**src/rtl/lane_round_engine_pkg.sv**
```systemverilog
// Shared definitions for the lane round engine: FSM codes, LFSR taps,
// lane index sizing and two-digit BCD arithmetic helpers.
package lane_round_engine_pkg;

    localparam logic [2:0] ST_IDLE     = 3'd0;
    localparam logic [2:0] ST_LOAD     = 3'd1;
    localparam logic [2:0] ST_SHOW     = 3'd2;
    localparam logic [2:0] ST_WAIT_CLR = 3'd3;
    localparam logic [2:0] ST_OVER     = 3'd4;

    // Taps 16,14,13,11 expressed as a mask over bits [15:0].
    localparam logic [15:0] LFSR_TAPS = 16'hB400;

    function automatic int lane_idx_w(input int lanes);
        return $clog2(lanes);
    endfunction

    function automatic logic [7:0] bcd_inc_sat(input logic [7:0] v);
        if (v == 8'h99) return v;
        if (v[3:0] == 4'd9) return {v[7:4] + 4'd1, 4'd0};
        return {v[7:4], v[3:0] + 4'd1};
    endfunction

    function automatic logic [7:0] bcd_dec(input logic [7:0] v);
        if (v == 8'h00) return v;
        if (v[3:0] == 4'd0) return {v[7:4] - 4'd1, 4'd9};
        return {v[7:4], v[3:0] - 4'd1};
    endfunction

endpackage

```
**src/rtl/lane_lfsr.sv**
```systemverilog
// Free-running 16-bit Fibonacci LFSR; exposes only the low bits used as a
// lane index so the full register stays internal.
module lane_lfsr
    import lane_round_engine_pkg::*;
#(
    parameter logic [15:0] SEED  = 16'hACE1,
    parameter int          IDX_W = 4
) (
    input  logic             clk,
    input  logic             resetn,
    output logic [IDX_W-1:0] idx
);

    logic [15:0] lfsr_q;

    always_ff @(posedge clk or negedge resetn) begin
        if (!resetn) begin
            lfsr_q <= SEED;
        end else begin
            lfsr_q <= {lfsr_q[14:0], ^(lfsr_q & LFSR_TAPS)};
        end
    end

    assign idx = lfsr_q[IDX_W-1:0];

endmodule

```
**src/rtl/lane_round_engine.sv**
```systemverilog
// Round loop for the lane reaction game: pattern build, countdown, hit/miss
// judgement, lives, BCD score and BCD game timer.
module lane_round_engine
    import lane_round_engine_pkg::*;
#(
    parameter int          LANES      = 16,
    parameter int          MAX_HITS   = 3,
    parameter int          LIVES_INIT = 3,
    parameter int          TICK_DIV   = 50000000,
    parameter int          ROUND_SECS = 3,
    parameter int          GAME_SECS  = 99,
    parameter logic [15:0] LFSR_SEED  = 16'hACE1
) (
    input  logic             CLOCK_50,
    input  logic             resetn,
    input  logic             start,
    input  logic [1:0]       hits_sel,
    input  logic             hard_mode,
    input  logic [LANES-1:0] player_in,
    output logic [LANES-1:0] lights,
    output logic [3:0]       lives,
    output logic [7:0]       score_bcd,
    output logic [7:0]       game_time_bcd,
    output logic [3:0]       round_time,
    output logic [2:0]       state,
    output logic             game_over
);

    localparam int         IDX_W    = lane_idx_w(LANES);
    localparam logic [7:0] GAME_BCD = 8'((GAME_SECS / 10) * 16 + (GAME_SECS % 10));

    logic [2:0]       state_q, state_d;
    logic [LANES-1:0] pattern_q, pattern_d;
    logic [1:0]       hits_n_q, hits_n_d;
    logic [3:0]       lives_q, lives_d;
    logic [7:0]       score_q, score_d;
    logic [7:0]       game_time_q, game_time_d;
    logic [3:0]       round_time_q, round_time_d;
    logic [31:0]      tick_cnt_q;
    logic             start_q;
    logic             start_edge;
    logic             running;
    logic             tick;
    logic             miss;
    logic [1:0]       sel_eff;
    logic [3:0]       window;
    logic [IDX_W-1:0] lane_idx;

    lane_lfsr #(
        .SEED  (LFSR_SEED),
        .IDX_W (IDX_W)
    ) u_lfsr (
        .clk    (CLOCK_50),
        .resetn (resetn),
        .idx    (lane_idx)
    );

    assign start_edge = start & ~start_q;
    assign running    = state_q inside {ST_LOAD, ST_SHOW, ST_WAIT_CLR};
    assign tick       = running && (tick_cnt_q == 32'(TICK_DIV - 1));
    assign window     = hard_mode ? 4'(ROUND_SECS - 1) : 4'(ROUND_SECS);

    always_comb begin
        sel_eff = (hits_sel == 2'd0) ? 2'd1 : hits_sel;
        if (32'(sel_eff) > MAX_HITS) sel_eff = 2'(MAX_HITS);
    end

    // Divider only counts while a game is live, so each game starts on a fresh second.
    always_ff @(posedge CLOCK_50 or negedge resetn) begin
        if (!resetn) begin
            tick_cnt_q <= '0;
        end else if (!running || tick) begin
            tick_cnt_q <= '0;
        end else begin
            tick_cnt_q <= tick_cnt_q + 32'd1;
        end
    end

    always_comb begin
        state_d      = state_q;
        pattern_d    = pattern_q;
        hits_n_d     = hits_n_q;
        lives_d      = lives_q;
        score_d      = score_q;
        game_time_d  = game_time_q;
        round_time_d = round_time_q;
        miss         = 1'b0;

        case (state_q)
            ST_IDLE, ST_OVER: begin
                if (start_edge) begin
                    lives_d     = 4'(LIVES_INIT);
                    score_d     = 8'h00;
                    game_time_d = GAME_BCD;
                    pattern_d   = '0;
                    hits_n_d    = sel_eff;
                    state_d     = ST_LOAD;
                end
            end
            ST_LOAD: begin
                // One new lane per cycle; an already-lit index simply waits for the next LFSR value.
                if ($countones(pattern_q) == 32'(hits_n_q)) begin
                    round_time_d = window;
                    state_d      = ST_SHOW;
                end else if (!pattern_q[lane_idx]) begin
                    pattern_d[lane_idx] = 1'b1;
                end
            end
            ST_SHOW: begin
                if (player_in == pattern_q) begin
                    score_d = bcd_inc_sat(score_q);
                    state_d = ST_WAIT_CLR;
                end else if (|(player_in & ~pattern_q)) begin
                    miss = 1'b1;
                end else if (tick) begin
                    if (round_time_q == 4'd1) miss = 1'b1;
                    else round_time_d = round_time_q - 4'd1;
                end
                if (miss) begin
                    lives_d = lives_q - 4'd1;
                    state_d = (lives_q == 4'd1) ? ST_OVER : ST_WAIT_CLR;
                end
            end
            ST_WAIT_CLR: begin
                pattern_d = '0;
                if (player_in == '0) begin
                    hits_n_d = sel_eff;
                    state_d  = ST_LOAD;
                end
            end
            default: state_d = ST_IDLE;
        endcase

        // Game expiry wins over whatever the round logic decided this cycle.
        if (tick) begin
            game_time_d = bcd_dec(game_time_q);
            if (game_time_q == 8'h01) state_d = ST_OVER;
        end
    end

    always_ff @(posedge CLOCK_50 or negedge resetn) begin
        if (!resetn) begin
            state_q      <= ST_IDLE;
            pattern_q    <= '0;
            hits_n_q     <= 2'd1;
            lives_q      <= 4'd0;
            score_q      <= 8'h00;
            game_time_q  <= GAME_BCD;
            round_time_q <= 4'd0;
            start_q      <= 1'b0;
        end else begin
            state_q      <= state_d;
            pattern_q    <= pattern_d;
            hits_n_q     <= hits_n_d;
            lives_q      <= lives_d;
            score_q      <= score_d;
            game_time_q  <= game_time_d;
            round_time_q <= round_time_d;
            start_q      <= start;
        end
    end

    assign lights        = (state_q == ST_SHOW) ? pattern_q : '0;
    assign lives         = lives_q;
    assign score_bcd     = score_q;
    assign game_time_bcd = game_time_q;
    assign round_time    = round_time_q;
    assign state         = state_q;
    assign game_over     = (state_q == ST_OVER);

endmodule

```
**config.mk**
```make
export PLATFORM = sky130hd
export DESIGN_NAME = lane_round_engine
export DESIGN_NICKNAME = d
export VERILOG_FILES = /design/src/rtl/lane_round_engine_pkg.sv /design/src/rtl/lane_lfsr.sv /design/src/rtl/lane_round_engine.sv
export SDC_FILE = /design/constraint.sdc
export NUM_CORES = 1
export LEC_CHECK = 0
export ABC_AREA = 1
export CORE_ASPECT_RATIO = 0.9
export CORE_UTILIZATION = 52
export CTS_CLUSTER_SIZE = 40
export DETAILED_ROUTE_END_ITERATION = 16
export PLACE_DENSITY = 0.76
export SETUP_SLACK_MARGIN = 0.02
export SLEW_MARGIN = 20
export SYNTH_ARGS = -nofsm -noshare
export SYNTH_HDL_FRONTEND = slang
export SYNTH_HIERARCHICAL = 1
export SYNTH_SLANG_ARGS = --single-unit
```
**constraint.sdc**
```tcl
create_clock -name CLOCK_50 -period 4.3 [get_ports CLOCK_50]
set_input_delay 0.43 -clock CLOCK_50 [delete_from_list [all_inputs] [get_ports CLOCK_50]]
set_output_delay 0.43 -clock CLOCK_50 [all_outputs]
set_load 0.01 [all_outputs]
```
==> summary.md <==
| Metric | Value |
|---|---|
| Slowest stage cell, crit path | fa_1 |
| Synth Area in Adders | between 10% and 20% |
| Setup_tns | -0.04121 ns |
| Cell mode on critical path | fa_1 |
| Slowest stage delay, CP | approximately 0.55 ns |
| Worst skew pair latency | roughly 0.34 ns |
| Root Buffer Master | clkbuf_16 |
| Largest family of logic cells by synthesized area | simple AND/OR/NAND/NOR gates |
| Leading cell types in the layout, fill and taps excluded | 150 x nand2_1, 105 x nor2_1, 99 x inv_1 |
| Cell Chain, Critical Path | fa_1 -> inv_1 -> fa_1 -> inv_1 -> fa_1 -> inv_1 -> fa_1 -> inv_1 -> ha_2 -> fa_1 -> xnor2_1 -> nand4_1 -> nand2_2 -> o21ai_4 -> buf_6 -> nand3_1 -> nand2_1 |
| Cells after synthesis | 785 |
| Simple-gate portion of the synthesized area | between 30% and 40% |
| CORE AREA | around 0.011 sq mm |
| Synth Net Count | 851 |
| Remaining DRCs | 0 |
| Routability cong. | between 0.9 and 1 |
| End of the worst register-to-register path | pattern_q[7] |
| Crit Path Category | flop to flop |
| XOR/XNOR share of the synthesized area | approximately 3.7% |
| Max-slew violations | 0 |
| Synth Area in Compound Gates | 7.468% |
| Layout Area Growth over Synthesis | 20.35% |
| Initial antenna violation count | 0 |
| Min cycle time layout | 4.341 ns |
| Syn avg cell area | just under 8 sq um |
| Final core occ | 64.01% |
| Clock Skew | slightly above 0.009 ns |
| Max cap viols | 0 |
| Routed WL | around 16,000 um |
| Worst r2r path cells | 17 |
| Area of the mapped netlist | roughly 0.0061 sq mm |
| # hold bufs at CTS | 0 |
| Tightest Pin Transition | around 0.9 ns |
| Final setup viols | 1 |
| IO Pins | between 60 and 70 |
| Die Ht | ~100 um |
| GRT Total Usage | 27.60% |
| Status | complete, but fails checks |
| Post-synth EDFFs | 0 |
| Max Clock Freq | 0.2304 GHz |
| Clock Power Share | 26.9% |
| Top_reg_cell synth | dfrtp_1 |
| Vias in the first global route | around 5,600 |
| CP Depth | 17 |
| Worst Path Max Fanout | 8 |
| Worst min path class | primary input to async pin |
| Fin crit share | 101.0% |
| Worst Path Buf+Inv | 5 |
| LEAKAGE | approximately 3.2 nW |
| FP Rows | 37 |
| Int Pwr | 1.838 mW |
| NetSw | between 1 and 1.5 mW |
| Part of the power in registers | a little over a third |
| Drt wl/cell | 15.38 um |
| Worst r2r src | pattern_q[15] |
| CTS buffer count | 9 |
| Die area | roughly 0.012 sq mm |
| Warnings from Yosys | 6 |
| Worst VDD drop | 0.4239 mV |
| Slew headroom | 41.16% |
| Max clock buf depth | 2 |
| Critical path origin | pattern_q[15] |
| Placement-stage worst setup slack | 0.04235 ns |
| Share of cells above drive strength 1 | 12.14% |
| Combinational fraction of design power | between 30% and 40% |
| Sequential fraction of the synthesis area | just under 40% |
| # diodes | 0 |
| DP HPWL | 11,870 um |
| First-pass GRT wire length | 26,050 um |
| Pre-antenna DRT Iters | 5 |
| Htree depth | 3 |
| Largest net degree at the start of global routing | between 50 and 60 |
| Largest delay contributor family on the critical path | adder cells |
| Worst-path clk slew | 0.07 ns |
| Arr. time, crit path | 4.62 ns |
| Final worst slack | -0.04121 ns |
| CTS Sinks | 94 |
| Routed Antenna Nets | 0 |
| Req. time, crit path | 4.58 ns |
| Multiplexer area fraction after synthesis | 0% |
| Fin nets | 926 |
| Crit path to | pattern_q[7] |
| Failing checks | setup timing |
| R2R setup slack | -0.04 ns |
| Power density over cell area | 409.1 mW/mm^2 |
| Sw frac | 38.62% |
| Startpoint class of the critical path | flop |
| Library cells used by synthesis | slightly above 40 |
| Horiz. Die Dim | 116 um |
| Non-filler cells, final | around 1,000 |
| Final Hold Viols | 0 |
| FFs w/ async S/R, synth | 100.0% |
| Grt ovf | 0 |
| RSZ-0062 raised after global routing | true |
| Initial Util | a little over half |
| DR vias/cell | approximately 5.5 |
| Crit path capture type | flop |
| #FFs+latches synth | 94 |
| Most common cell after layout, fill and taps aside | nand2_1 |
| DR vias | approximately 5,600 |
| IO buf count | between 60 and 70 |
| First DRT Iteration DRCs | 458 |
| Cells after DPL | ~1,000 |
| CTS tree | built |
cell usage after synthesis (10+ instances only):
library cell	number	area share, %
nand2_1	165	10
nor2_1	106	6.5
inv_1	99	6.1
dfrtp_1	81	33
nand3_1	41	3.4
a21oi_1	36	3.0
ha_1	34	7.0
nand4_1	30	3.1
nor3_1	27	2.2
o21ai_1	21	1.7
o21ai_0	20	1.6
xor2_1	15	2.2
dfstp_2	13	5.6
inv_2	11	0.68
xnor2_1	11	1.6
fa_1	10	3.3
flip-flops by register name, summed over array words and instances (netlist names):
| signal | flops |
|---|---|
| pattern_q | 16 |
| round_time | 4 |
| game_time_bcd | 8 |
| start_q | 1 |
| state | 3 |
| hits_n_q | 2 |
| tick_cnt_q | 32 |
| score_bcd | 8 |
| lives | 4 |
| u_lfsr/lfsr_q | 16 |
final cells by class:
| cell class | instances | area, sq um |
|---|---|---|
| Timing Repair Buffer | 76 | 738.2 |
| Multi-Input combinational cell | 569 | 3307 |
| Inverter | 110 | 412.9 |
| Clock inverter | 6 | 68.82 |
| Clock buffer | 10 | 229.0 |
| Fill cell | 993 | 4115 |
| Tap cell | 156 | 195.2 |
| Sequential cell | 94 | 2369 |
metal layers:
metal  vias up  GRT usage [%]  part of all wire [%]
li1       2689              -                     -
met4         0          8.700                   1.8
met5         -              0                     0
met2       223          43.03                    46
met3        26          6.032                   7.2
met1      2644          38.11                    45
per-stage QoR:
stage	power, mW	area (sq um)	hold slack, ns
after floorplan	1.761	6082	0.1344
after global placement	2.068	6905	0.3354
after detailed placement	2.104	6905	0.3367
after CTS	2.912	7203	0.1529
after global routing	3.181	7320	0.1824
final	2.995	7320	0.1192
cell families (layout without fill, tap and decap cells):
kind of cell	after synthesis	count (layout)
buf+inv	123	202
compound gates	85	85
simple gates	413	414
xor+xnor	26	26
fa+ha+maj	44	44
flops	94	94
power groups by stage:
stage	registers (mW)	logic, mW	clock network (mW)
after floorplan	1.09	0.671	0
after global placement	1.07	0.996	0
after detailed placement	1.08	1.03	0
after CTS	1.06	1.03	0.816
after global routing	1.08	1.25	0.856
final	1.06	1.13	0.805
timing repair:
action / in CTS / in global routing
setup buffers: 0 / 3
resized for setup: 0 / 26
endpoints found under the setup margin: 0 / 22
worst min-delay path by stage:
stage / cells after the start / slack [ns] / startpoint / to
final: 1 / 0.12 / resetn / tick_cnt_q[17]
after global routing: 1 / 0.18 / resetn / tick_cnt_q[25]
after CTS: 1 / 0.15 / resetn / tick_cnt_q[25]
after detailed placement: 0 / 0.34 / u_lfsr/lfsr_q[4] / u_lfsr/lfsr_q[5]
after global placement: 0 / 0.34 / u_lfsr/lfsr_q[14] / u_lfsr/lfsr_q[15]
after floorplan: 0 / 0.13 / resetn / game_time_bcd[1]
Note: power is estimated with default switching activity, not from simulation.
